$ cat src/rtl/shared_det_arbiter_pkg.sv
// shared_det_arbiter_pkg: FSM state encoding and requester count for the shared detector arbiter
package shared_det_arbiter_pkg;
  localparam int NREQ = 4;
  typedef enum logic [1:0] {
    IDLE    = 2'b00,
    CLEAR   = 2'b01,
    SERVE   = 2'b10,
    RELEASE = 2'b11
  } state_t;
endpackage

$ cat src/rtl/shared_det_arbiter_if.sv
// shared_det_arbiter_if: requester handshake and shared detector hookup
interface shared_det_arbiter_if;
  import shared_det_arbiter_pkg::*;
  logic [NREQ-1:0] req;
  logic [NREQ-1:0] bit_in;
  logic            shared_out;
  logic [NREQ-1:0] gnt;
  logic [1:0]      owner;
  logic            busy;
  logic            shared_in;
  logic            shared_rst;
  logic [NREQ-1:0] det_out;
  modport master (
    output req, bit_in, shared_out,
    input  gnt, owner, busy, shared_in, shared_rst, det_out
  );
  modport slave (
    input  req, bit_in, shared_out,
    output gnt, owner, busy, shared_in, shared_rst, det_out
  );
endinterface

$ cat src/rtl/shared_det_arbiter_rr_pick4.sv
// rr_pick4: first set request searching upward (mod 4) from rr_ptr
module rr_pick4 (
  input  logic [3:0] req,
  input  logic [1:0] rr_ptr,
  output logic       found,
  output logic [1:0] idx
);
  logic [3:0] rot;
  logic [1:0] off;
  assign rot   = 4'({req, req} >> rr_ptr);
  assign off   = rot[0] ? 2'd0 : rot[1] ? 2'd1 : rot[2] ? 2'd2 : 2'd3;
  assign found = |req;
  assign idx   = rr_ptr + off;
endmodule

$ cat src/rtl/shared_det_arbiter.sv
// shared_det_arbiter: round-robin time-sharing of one serial sequence detector among four requesters
module shared_det_arbiter
  import shared_det_arbiter_pkg::*;
#(
  parameter int MAX_BURST = 8,
  parameter int CW        = 8
) (
  input logic clk,
  input logic rst,
  shared_det_arbiter_if.slave bus
);
  localparam logic [CW-1:0] LAST = CW'(MAX_BURST - 1);
  state_t          state;
  logic [1:0]      rr_ptr;
  logic [1:0]      pick;
  logic            found;
  logic [CW-1:0]   cnt;
  logic            done;
  rr_pick4 u_pick (.req(bus.req), .rr_ptr(rr_ptr), .found(found), .idx(pick));
  assign done          = !bus.req[bus.owner] || cnt == LAST;
  assign bus.shared_in = (state == SERVE) && bus.bit_in[bus.owner];
  assign bus.det_out   = (state == SERVE) ? {3'b000, bus.shared_out} << bus.owner : '0;
  // arbitration FSM with registered grant, owner, busy and detector reset
  always_ff @(posedge clk) begin
    if (rst) begin
      state          <= IDLE;
      rr_ptr         <= '0;
      cnt            <= '0;
      bus.owner      <= '0;
      bus.gnt        <= '0;
      bus.busy       <= 1'b0;
      bus.shared_rst <= 1'b1;
    end else begin
      case (state)
        IDLE: begin
          bus.shared_rst <= found;
          if (found) begin
            state     <= CLEAR;
            bus.owner <= pick;
            bus.gnt   <= 4'b0001 << pick;
            bus.busy  <= 1'b1;
            cnt       <= '0;
          end
        end
        CLEAR: begin
          state          <= SERVE;
          bus.shared_rst <= 1'b0;
        end
        SERVE: begin
          if (done) begin
            state    <= RELEASE;
            bus.gnt  <= '0;
            bus.busy <= 1'b0;
            rr_ptr   <= bus.owner + 2'd1;
          end else begin
            cnt <= cnt + 1'b1;
          end
        end
        default: state <= IDLE;
      endcase
    end
  end
endmodule
$ cat src/flat_wrapper.sv
// flat-port wrapper written by rule: the top's interface ports become plain ports
module shared_det_arbiter_flat import shared_det_arbiter_pkg::*;
#(
  parameter int MAX_BURST = 8,
  parameter int CW        = 8
)
  (clk, rst, bus_req, bus_bit_in, bus_shared_out, bus_gnt, bus_owner, bus_busy, bus_shared_in, bus_shared_rst, bus_det_out);
  shared_det_arbiter_if bus_i ();
  input logic clk;
  input logic rst;
  input wire logic [$bits(bus_i.req)-1:0] bus_req;
  input wire logic [$bits(bus_i.bit_in)-1:0] bus_bit_in;
  input wire logic [$bits(bus_i.shared_out)-1:0] bus_shared_out;
  output wire logic [$bits(bus_i.gnt)-1:0] bus_gnt;
  output wire logic [$bits(bus_i.owner)-1:0] bus_owner;
  output wire logic [$bits(bus_i.busy)-1:0] bus_busy;
  output wire logic [$bits(bus_i.shared_in)-1:0] bus_shared_in;
  output wire logic [$bits(bus_i.shared_rst)-1:0] bus_shared_rst;
  output wire logic [$bits(bus_i.det_out)-1:0] bus_det_out;
  assign bus_i.req = bus_req;
  assign bus_i.bit_in = bus_bit_in;
  assign bus_i.shared_out = bus_shared_out;
  assign bus_gnt = bus_i.gnt;
  assign bus_owner = bus_i.owner;
  assign bus_busy = bus_i.busy;
  assign bus_shared_in = bus_i.shared_in;
  assign bus_shared_rst = bus_i.shared_rst;
  assign bus_det_out = bus_i.det_out;
  shared_det_arbiter #(.MAX_BURST(MAX_BURST), .CW(CW)) u_core (.clk(clk), .rst(rst), .bus(bus_i));
endmodule
$ cat config.mk
export PLATFORM = sky130hd
export DESIGN_NAME = shared_det_arbiter_flat
export DESIGN_NICKNAME = d
export VERILOG_FILES = /design/src/rtl/shared_det_arbiter_pkg.sv /design/src/rtl/shared_det_arbiter_if.sv /design/src/rtl/shared_det_arbiter_rr_pick4.sv /design/src/rtl/shared_det_arbiter.sv /design/src/flat_wrapper.sv
export SDC_FILE = /design/constraint.sdc
export NUM_CORES = 1
export LEC_CHECK = 0
export CAP_MARGIN = 40
export CORE_MARGIN = 5
export CORE_UTILIZATION = 50
export DETAILED_ROUTE_END_ITERATION = 16
export HOLD_SLACK_MARGIN = 0.05
export PLACE_DENSITY = 0.77
export SYNTH_ARGS = -nofsm -noshare
export SYNTH_HDL_FRONTEND = slang
export SYNTH_SLANG_ARGS = --single-unit
$ cat constraint.sdc
create_clock -name clk -period 4.17 [get_ports clk]
set_input_delay 0.417 -clock clk [delete_from_list [all_inputs] [get_ports clk]]
set_output_delay 0.417 -clock clk [all_outputs]
set_load 0.005 [all_outputs]
==> impl_metrics.py, run 1 <==
metrics = {
    "outcome": {
        "status": "finished, final reports clean",
    },
    "logic_synthesis": {
        "yosysUniqueCellTypes": 43,
        "avgSynthCellArea_um2": 8.64,
        "synth.net_count": 156,
        "ys_warn_count": 0,
        "ys_seq_elements": 20,
        "synth_edf_count": 0,
        "ys_seq_area_frac": 0.333,
        "synth_ff_type": "dfxtp_1",
        "synthesis.area_mm2": 0.00120,
        "syn-instance-count": 139,
        "async_flop_share": 0,
    },
    "die": {
        "initial_utilization": 0.533,
        "fp.dieArea_mm2": 0.00348,
        "die_w_um": 59.0,
        "core_mm2": 0.00225,
        "row_count": 17,
        "die_h_um": 59.0,
        "ios": 24,
    },
    "global_route": {
        "grt_pass1_wl_um": 4150,
        "antenna_found_initial": 0,
        "grt_usage": 0.149,
        "grt_start_max_net_pins": 15,
        "grt_overflow": 0,
        "grt_pass1_vias": 977,
    },
    "critical_path": {
        "arrival_ns": 2.11,
        "crit_path_max_incr_delay_ns": 0.61,
        "critPathKind": "register to output port",
        "critPathRequiredTime_ns": 3.75,
        "worstPathCellList": "mux4_1, and2_1, clkdlybuf4s50_1",
        "critPathLaunchType": "register",
        "cp-end-kind": "output port",
        "path_delay_family": "multiplexers",
        "critPathMaxFanout": 10,
        "path_buf_inv": 1,
        "slowest_stage": "mux4_1",
    },
    "cts": {
        "cts-resized-gates": 0,
        "clock_latency_ns": 0.30,
        "htreeDepth": 1,
        "cts_tree": "yes",
        "postCtsSetupRepairBufs": 0,
        "ctsRootBufferMaster": "clkbuf_4",
        "cts_sinks": 20,
        "cts.path.max_buffers": 2,
        "numCtsBuffers": 3,
        "cts_hold_buf": 0,
        "clk_pin_slew_ns": 0.12,
    },
    "min_path": {
        "min_path_type": "register to register",
    },
    "layout": {
        "final_cells": 188,
        "layout_common_cells": "clkdlybuf4s50_1, dfxtp_1, nand2_1, nor2_1, a21oi_1",
        "area_growth_pct": 23.0,
        "nets": 178,
        "final_core_util": 0.655,
        "mostFrequentLayoutCell": "clkdlybuf4s50_1",
        "antennaDiodeCount": 0,
        "drive_gt1_frac": 0.0813,
    },
    "placement": {
        "place_hpwl_um": 1930,
        "dp_cells": 184,
        "numPortBuffers": 23,
        "gp_congestion": 0.751,
    },
    "route": {
        "wl_per_cell_um": 13.3,
        "drtIter0Drc": 35,
        "routed_wirelength_um": 2500,
        "viasPerCell": 5.63,
        "ant_nets": 0,
        "num_vias": 1058,
        "drcViolationCount": 0,
        "dr.pass1.iters": 4,
    },
    "sta": {
        "rsz0062_at_grt": "no",
        "final.setup.tns_ns": 0,
        "hold_viol": 0,
        "fin_crit_sh": 0.606,
        "finClkSkew_ns": 0.0119,
        "fmax_mhz": 396,
        "slew_headroom": 0.617,
        "tightest_slew_ns": 0.569,
        "finalCriticalPeriod_ns": 2.53,
        "setup_viol": 0,
        "slew_viol_final": 0,
        "holdWs_ns": 0.462,
    },
    "power": {
        "power_uw": 836,
        "p_leak_uw": 0.000543,
        "ir_drop_mv": 0.371,
        "power.density_mw_per_mm2": 566,
    },
    "flow_run": {
        "cap_violations": 0,
    },
}
==> registers in the layout, summed over array words and instances (netlist names) <==
name and flops:
u_core.cnt 8, u_core.bus.gnt 4, u_core.bus.owner 2, u_core.rr_ptr 2, u_core.state 2, u_core.bus.busy 1
u_core.bus.shared_rst 1
==> cells by family after synthesis <==
| logic type | share of synthesized area |
|---|---|
| AO/OA/AOI/OAI | 0.214 |
| XOR/XNOR | 0.0219 |
| adder cells (fa/ha/maj) | 0.0625 |
| buffers and inverters | 0.0531 |
| flip-flops | 0.333 |
| multiplexers | 0.0729 |
| AND/OR/NAND/NOR | 0.243 |
==> worst reg2reg max path: stages, from the launching register on <==
cell and delay, ns:
dfxtp_1 0.35, inv_1 0.10, ha_1 0.39, nor2_1 0.11, a21oi_2 0.26, nand3_4 0.18, or4_1 0.53, a21oi_1 0.17
==> area by class of cell <==
class / count / area (um^2)
well taps: 28 / 35.0
multi-input cells: 107 / 737
inverters: 6 / 22.5
repair buffers: 23 / 230
clock buffers: 3 / 22.5
fillers: 193 / 777
flip-flops and latches: 20 / 400
clock inverters: 1 / 30.0
==> power by group <==
group / switching, uW / internal (uW) / total [uW]
sequential: 50.4 / 235 / 286
clock: 60.8 / 97.2 / 158
combinational: 206 / 187 / 392
total: 317 / 519 / 836
==> worst paths after layout <==
path / cells after the start / slack [ns] / end / start
min reg2reg: 1 / 0.46 / u_core.bus.busy / u_core.bus.busy
max reg2reg: 7 / 2.03 / u_core.cnt[7] / u_core.state[0]
min: 1 / 0.46 / u_core.bus.busy / u_core.bus.busy
max: 3 / 1.64 / bus_shared_in / u_core.bus.owner[0]
==> layer usage <==
| metal | vias to the layer above | routed length (um) | global-route usage |
|---|---|---|---|
| li1 | 553 | - | - |
| met1 | 481 | 1170 | 0.180 |
| met2 | 20 | 1150 | 0.259 |
| met3 | 4 | 158 | 0.0392 |
| met4 | 0 | 26 | 0.0453 |
| met5 | - | 0 | 0 |
==> cells in the mapped netlist, types with 2 or more instances <==
master,instances,area share
dfxtp_1,20,0.33
nand2_1,13,0.041
nor2_1,13,0.041
a21oi_1,11,0.046
ha_1,6,0.062
inv_1,6,0.019
nor3_1,6,0.025
nand3_1,5,0.021
o21ai_0,4,0.017
a211oi_1,3,0.019
a32o_1,3,0.025
buf_2,3,0.012
o31ai_1,3,0.019
a21boi_0,2,0.012
a21o_1,2,0.012
and2_1,2,0.010
buf_6,2,0.019
mux2_4,2,0.025
mux2i_1,2,0.017
nand2b_1,2,0.010
nand4_1,2,0.010
o2bb2ai_1,2,0.015
or2_2,2,0.010
or3_1,2,0.010
or4_1,2,0.012
xnor2_1,2,0.015
==> per-stage QoR <==
step	setup WS, ns	area, um^2
2_1_floorplan	2.40	1200
3_3_place_gp	1.85	1430
3_5_place_dp	1.76	1430
4_1_cts	1.63	1480
5_1_grt	1.58	1480
6_report	1.64	1480
Power figures use the tool's default switching activity.
==> run 2, diff against run 1 <==
--- a/config.mk
+++ b/config.mk
@@ -6,11 +6,12 @@
 export NUM_CORES = 1
 export LEC_CHECK = 0
 export CAP_MARGIN = 40
+export CORE_ASPECT_RATIO = 0.5
 export CORE_MARGIN = 5
-export CORE_UTILIZATION = 50
+export CORE_UTILIZATION = 45
 export DETAILED_ROUTE_END_ITERATION = 16
 export HOLD_SLACK_MARGIN = 0.05
-export PLACE_DENSITY = 0.77
+export PLACE_DENSITY = 0.73
 export SYNTH_ARGS = -nofsm -noshare
 export SYNTH_HDL_FRONTEND = slang
 export SYNTH_SLANG_ARGS = --single-unit
==> constraint.sdc (replaced) <==
create_clock -name clk -period 2.04 [get_ports clk]
set_input_delay 0.204 -clock clk [delete_from_list [all_inputs] [get_ports clk]]
set_output_delay 0.204 -clock clk [all_outputs]
set_load 0.005 [all_outputs]
==> run 2 against run 1 <==
Compared with the run above: critical path depth is 2 higher; design area up 7.5%; via count increased by 3.7%; die area is 11% higher; core utilization decreased by 3.7 points; non-clock buffer count up 11; combinational power rose to 2.5 times the previous value; clock-buffer cell count is 1 higher; worst hold slack worse by 0.0035 ns; first-iteration DRC count shrank 8.6%; largest cell class unchanged; largest power group unchanged.
==> impl_metrics.py, run 2 (same netlist as run 1, synthesis figures left out) <==
metrics = {
    "outcome": {
        "status": "finished, final reports clean",
    },
    "placement": {
        "place_hpwl_um": 2080,
        "place_ws_ns": -0.0517,
        "placed_cell_area_mm2": 0.00151,
        "numPortBuffers": 23,
        "gp_congestion": 0.755,
    },
    "layout": {
        "antennaDiodeCount": 0,
        "multi_input_area_um2": 746,
        "largest_register_ffs": 8,
        "fin_area_mm2": 0.00159,
        "fillCellCount": 241,
        "area_growth_pct": 32.3,
        "nets": 189,
        "reg.largest.list": "u_core.cnt (8), u_core.bus.gnt (4)",
        "top_register": "u_core.cnt",
        "layout_common_cells": "clkdlybuf4s50_1, dfxtp_1, nand2_1, nor2_1",
        "seq_area_um2": 404,
        "drive_gt1_frac": 0.158,
        "mostFrequentLayoutCell": "clkdlybuf4s50_1",
    },
    "power": {
        "power.density_mw_per_mm2": 1180,
        "ir_drop_mv": 0.772,
        "p_leak_uw": 0.000614,
    },
    "sta": {
        "setup_viol": 0,
        "tightest_slew_ns": 0.550,
        "slew_headroom": 0.630,
        "fin_crit_sh": 0.938,
        "finClkSkew_ns": 0.00114,
        "slew_viol_final": 0,
        "rsz0062_at_grt": "no",
        "hold_viol": 0,
        "fmax_mhz": 523,
        "worst_slack_ns": 0.127,
        "finalCriticalPeriod_ns": 1.91,
        "final.setup.tns_ns": 0,
    },
    "cts": {
        "clk_pin_slew_ns": 0.07,
        "cts_sinks": 20,
        "ctsRootBufferMaster": "clkbuf_8",
        "clock_latency_ns": 0.26,
        "cts.path.max_buffers": 2,
        "cts_tree": "yes",
        "cts_hold_buf": 0,
        "htreeDepth": 1,
        "numCtsBuffers": 3,
    },
    "critical_path": {
        "critPathLaunchType": "register",
        "cp.depth": 5,
        "arrival_ns": 1.71,
        "path_buf_inv": 2,
        "path_delay_family": "buffers and inverters",
        "r2r_cells": 7,
        "slowest_stage": "clkdlybuf4s50_1",
        "critPathMaxFanout": 7,
        "rrSetupSlack_ns": 0.13,
        "crit_path_max_incr_delay_ns": 0.53,
        "critPathKind": "register to output port",
        "critPathRequiredTime_ns": 1.84,
        "cp-end-kind": "output port",
        "worstPathCellList": "inv_1, ha_2, nand2_1, nor3_1, clkdlybuf4s50_1",
    },
    "global_route": {
        "grt_pass1_wl_um": 4710,
        "grt_usage": 0.154,
        "antenna_found_initial": 0,
        "grt_overflow": 0,
        "grt_start_max_net_pins": 14,
        "grt_pass1_vias": 1052,
    },
    "die": {
        "die_w_um": 83.1,
        "fp.dieArea_mm2": 0.00387,
        "core_mm2": 0.00257,
        "row_count": 13,
        "die_h_um": 46.5,
        "ios": 24,
        "initial_utilization": 0.467,
    },
    "route": {
        "drtIter0Drc": 32,
        "wl_per_cell_um": 13.4,
        "viasPerCell": 5.27,
        "routed_wirelength_um": 2780,
        "ant_nets": 0,
        "dr.pass1.iters": 4,
        "drcViolationCount": 0,
        "num_vias": 1097,
    },
    "flow_run": {
        "cap_violations": 0,
    },
    "min_path": {
        "min_path_type": "register to register",
        "min_path_cells": 1,
    },
}
[run 2: changes by cell type in the layout (fill, tap and decap cells not counted), sizes merged]
cell,previous run,this run
clkdlybuf4s50,23,22
buf,0,11
clkbuf,3,4
dlymetal6s2s,0,1
bufinv,1,0
[run 2: power breakdown]
part,switching (uW),internal (uW)
Sequential,87.0,486
Clock,131,172
Combinational,491,504
[run 2: worst paths after layout]
check                        from              end
hold reg to reg   u_core.bus.busy  u_core.bus.busy
setup / recovery  u_core.state[0]   bus_det_out[2]
setup reg to reg  u_core.state[0]    u_core.cnt[7]
hold / removal    u_core.bus.busy  u_core.bus.busy
[run 2: stage by stage]
stage	hold slack, ns	instances	util	power [uW]
floorplan	0.423	139	-	1190
global placement	0.435	203	0.588	1530
detailed placement	0.443	203	0.588	1550
CTS	0.461	208	0.614	1880
global route	0.497	208	0.618	2010
finish	0.459	208	0.618	1870
[run 2: worst register-to-register path, delay by kind of cell, from the launching register on]
| kind | cells | cell delay [ns] |
|---|---|---|
| adder cells (fa/ha/maj) | 1 | 0.27 |
| flip-flops | 1 | 0.33 |
| AO/OA/AOI/OAI | 2 | 0.37 |
| buffers and inverters | 1 | 0.11 |
| AND/OR/NAND/NOR | 3 | 0.74 |
[run 2: area by class of cell]
| class | instances | share of cell area |
|---|---|---|
| inverters | 6 | 0.0142 |
| repair buffers | 34 | 0.198 |
| well taps | 37 | 0.0291 |
| multi-input cells | 107 | 0.469 |
| clock buffers | 4 | 0.0346 |
| flip-flops and latches | 20 | 0.254 |
[run 2: what timing repair did]
| action | in CTS | in global routing |
|---|---|---|
| setup endpoints to repair | 1 | 13 |
| gates resized for setup | 2 | 3 |
| setup buffers | 1 | 0 |
| endpoints found under the hold margin | 0 | 0 |
[run 2: per-layer routing]
layer  up-vias  track usage  part of all wire
met4         0       0.0423            0.0029
met2        16        0.285              0.50
met5         -            0                 0
met1       510        0.185              0.47
li1        569            -                 -
met3         2       0.0393             0.029
==> run 3, diff against run 2 <==
--- a/config.mk
+++ b/config.mk
@@ -5,9 +5,8 @@
 export SDC_FILE = /design/constraint.sdc
 export NUM_CORES = 1
 export LEC_CHECK = 0
-export CAP_MARGIN = 40
 export CORE_ASPECT_RATIO = 0.5
-export CORE_MARGIN = 5
+export CORE_MARGIN = 3
 export CORE_UTILIZATION = 45
 export DETAILED_ROUTE_END_ITERATION = 16
 export HOLD_SLACK_MARGIN = 0.05
==> run 3 against run 2 <==
Compared with the run above: flip-flop and latch count stayed put; combinational power hardly changed; core utilization up 5.4 points; fmax decreased by 1.6%; non-clock buffer count is 2 higher; worst hold slack hardly changed; critical endpoint is now bus_shared_in.
==> impl_metrics.py, run 3 (same netlist as run 1, synthesis figures left out) <==
metrics = {
    "layout": {
        "largest_register_ffs": 8,
        "nets": 191,
        "top_register": "u_core.cnt",
        "layout_common_cells": "clkdlybuf4s50_1, dfxtp_1, nand2_1, nor2_1, buf_4",
        "fillCellCount": 214,
        "mostFrequentLayoutCell": "clkdlybuf4s50_1",
        "multi_input_area_um2": 742,
        "reg.largest.list": "u_core.cnt (8), u_core.bus.gnt (4)",
        "area_growth_pct": 32.8,
        "seq_area_um2": 404,
        "drive_gt1_frac": 0.173,
        "antennaDiodeCount": 0,
    },
    "cts": {
        "cts_sinks": 20,
        "clock_latency_ns": 0.26,
        "cts.path.max_buffers": 2,
        "numCtsBuffers": 3,
        "htreeDepth": 1,
        "clk_pin_slew_ns": 0.07,
        "ctsRootBufferMaster": "clkbuf_8",
        "cts_tree": "yes",
    },
    "placement": {
        "place_hpwl_um": 2060,
        "gp_congestion": 0.876,
        "numPortBuffers": 23,
    },
    "sta": {
        "hold_viol": 0,
        "finClkSkew_ns": 0.00547,
        "fin_crit_sh": 0.953,
        "fmax_mhz": 514,
        "finalCriticalPeriod_ns": 1.94,
        "slew_viol_final": 0,
        "slew_headroom": 0.614,
        "setup_viol": 0,
        "final.setup.tns_ns": 0,
        "tightest_slew_ns": 0.573,
    },
    "route": {
        "routed_wirelength_um": 2690,
        "viasPerCell": 5.34,
        "ant_nets": 0,
        "wl_met2_um": 1270,
        "dr.pass1.iters": 4,
        "top_layer": "met4",
        "wl_met3_um": 103,
        "drtIter0Drc": 45,
        "wl_per_cell_um": 12.9,
        "num_vias": 1111,
        "drcViolationCount": 0,
        "met1_length_um": 1300,
    },
    "critical_path": {
        "critPathLaunchType": "register",
        "critPathMaxFanout": 7,
        "critPathRequiredTime_ns": 1.84,
        "arrival_ns": 1.74,
        "cp-end-kind": "output port",
        "critPathKind": "register to output port",
        "r2r-start": "u_core.state[0]",
        "critPathLaunch": "u_core.bus.owner[0]",
    },
    "die": {
        "ios": 24,
        "die_w_um": 79.1,
        "row_count": 12,
        "fp.dieArea_mm2": 0.00336,
        "core_mm2": 0.00237,
        "die_h_um": 42.5,
        "initial_utilization": 0.506,
    },
    "power": {
        "power_uw": 1900,
        "p_leak_uw": 0.000603,
        "ir_drop_mv": 0.833,
        "power.density_mw_per_mm2": 1190,
    },
    "outcome": {
        "status": "finished, final reports clean",
    },
    "global_route": {
        "grt_pass1_vias": 1006,
        "grt_start_max_net_pins": 14,
        "grt_usage": 0.168,
        "grt_overflow": 0,
        "grt_pass1_wl_um": 4440,
        "antenna_found_initial": 0,
    },
    "min_path": {
        "worstHoldStart": "u_core.bus.busy",
        "min_path_type": "register to register",
    },
    "flow_run": {
        "cap_violations": 0,
    },
}
## run 3: cell count changes in the layout (fill, tap and decap cells not counted)
cell / previous run / this run
a21boi_0: 2 / 1
a21boi_1: 0 / 1
mux4_1: 1 / 0
clkdlybuf4s50_1: 22 / 23
dlymetal6s2s_1: 1 / 0
buf_4: 11 / 13
mux4_2: 0 / 1
## run 3: timing repair
| item | 4_1_cts | 5_1_grt |
|---|---|---|
| buffers inserted | 0 | 2 |
| setup endpoints to repair | 1 | 6 |
| hold buffers | 0 | 0 |
| gates resized for setup | 2 | 4 |
## run 3: cell type report
type	count	area share
inverter	6	0.0141
clock buffer	4	0.0345
multi-input combinational	107	0.465
timing repair buffer	36	0.205
sequential	20	0.253
tap	35	0.0275
## run 3: routing by layer
metal | global-route usage | vias up
met4 | 0.0411 | 0
met5 | 0 | -
met3 | 0.0622 | 4
met1 | 0.208 | 517
met2 | 0.276 | 15
li1 | - | 575
## run 3: path summary, 6_finish.rpt
| check | endpoint | slack (ns) | cells after the start |
|---|---|---|---|
| hold / removal | u_core.bus.busy | 0.46 | 1 |
| setup reg to reg | u_core.cnt[7] | 0.14 | 7 |
| hold reg to reg | u_core.bus.busy | 0.46 | 1 |
| setup / recovery | bus_shared_in | 0.1 | 3 |
## run 3: critical path, cell delays in order, from the launching register on
cell and delay (ns):
dfxtp_4 0.39, mux4_2 0.48, and2_1 0.16, clkdlybuf4s50_1 0.45
## run 3: stage by stage
step | util | instance area, um^2 | instances | setup slack [ns] | hold WS, ns
floorplan | - | 1200 | 139 | 0.273 | 0.423
global placement | 0.639 | 1520 | 202 | -0.00857 | 0.437
detailed placement | 0.639 | 1520 | 202 | -0.0690 | 0.442
CTS | 0.664 | 1580 | 206 | 0.0163 | 0.464
global route | 0.672 | 1600 | 208 | -0.00338 | 0.480
finish | 0.672 | 1600 | 208 | 0.0959 | 0.459
## run 3: where the power goes
part / internal, uW / switching [uW] / total [uW]
Combinational: 535 / 482 / 1020
Clock: 172 / 130 / 301
Sequential: 487 / 95.3 / 582
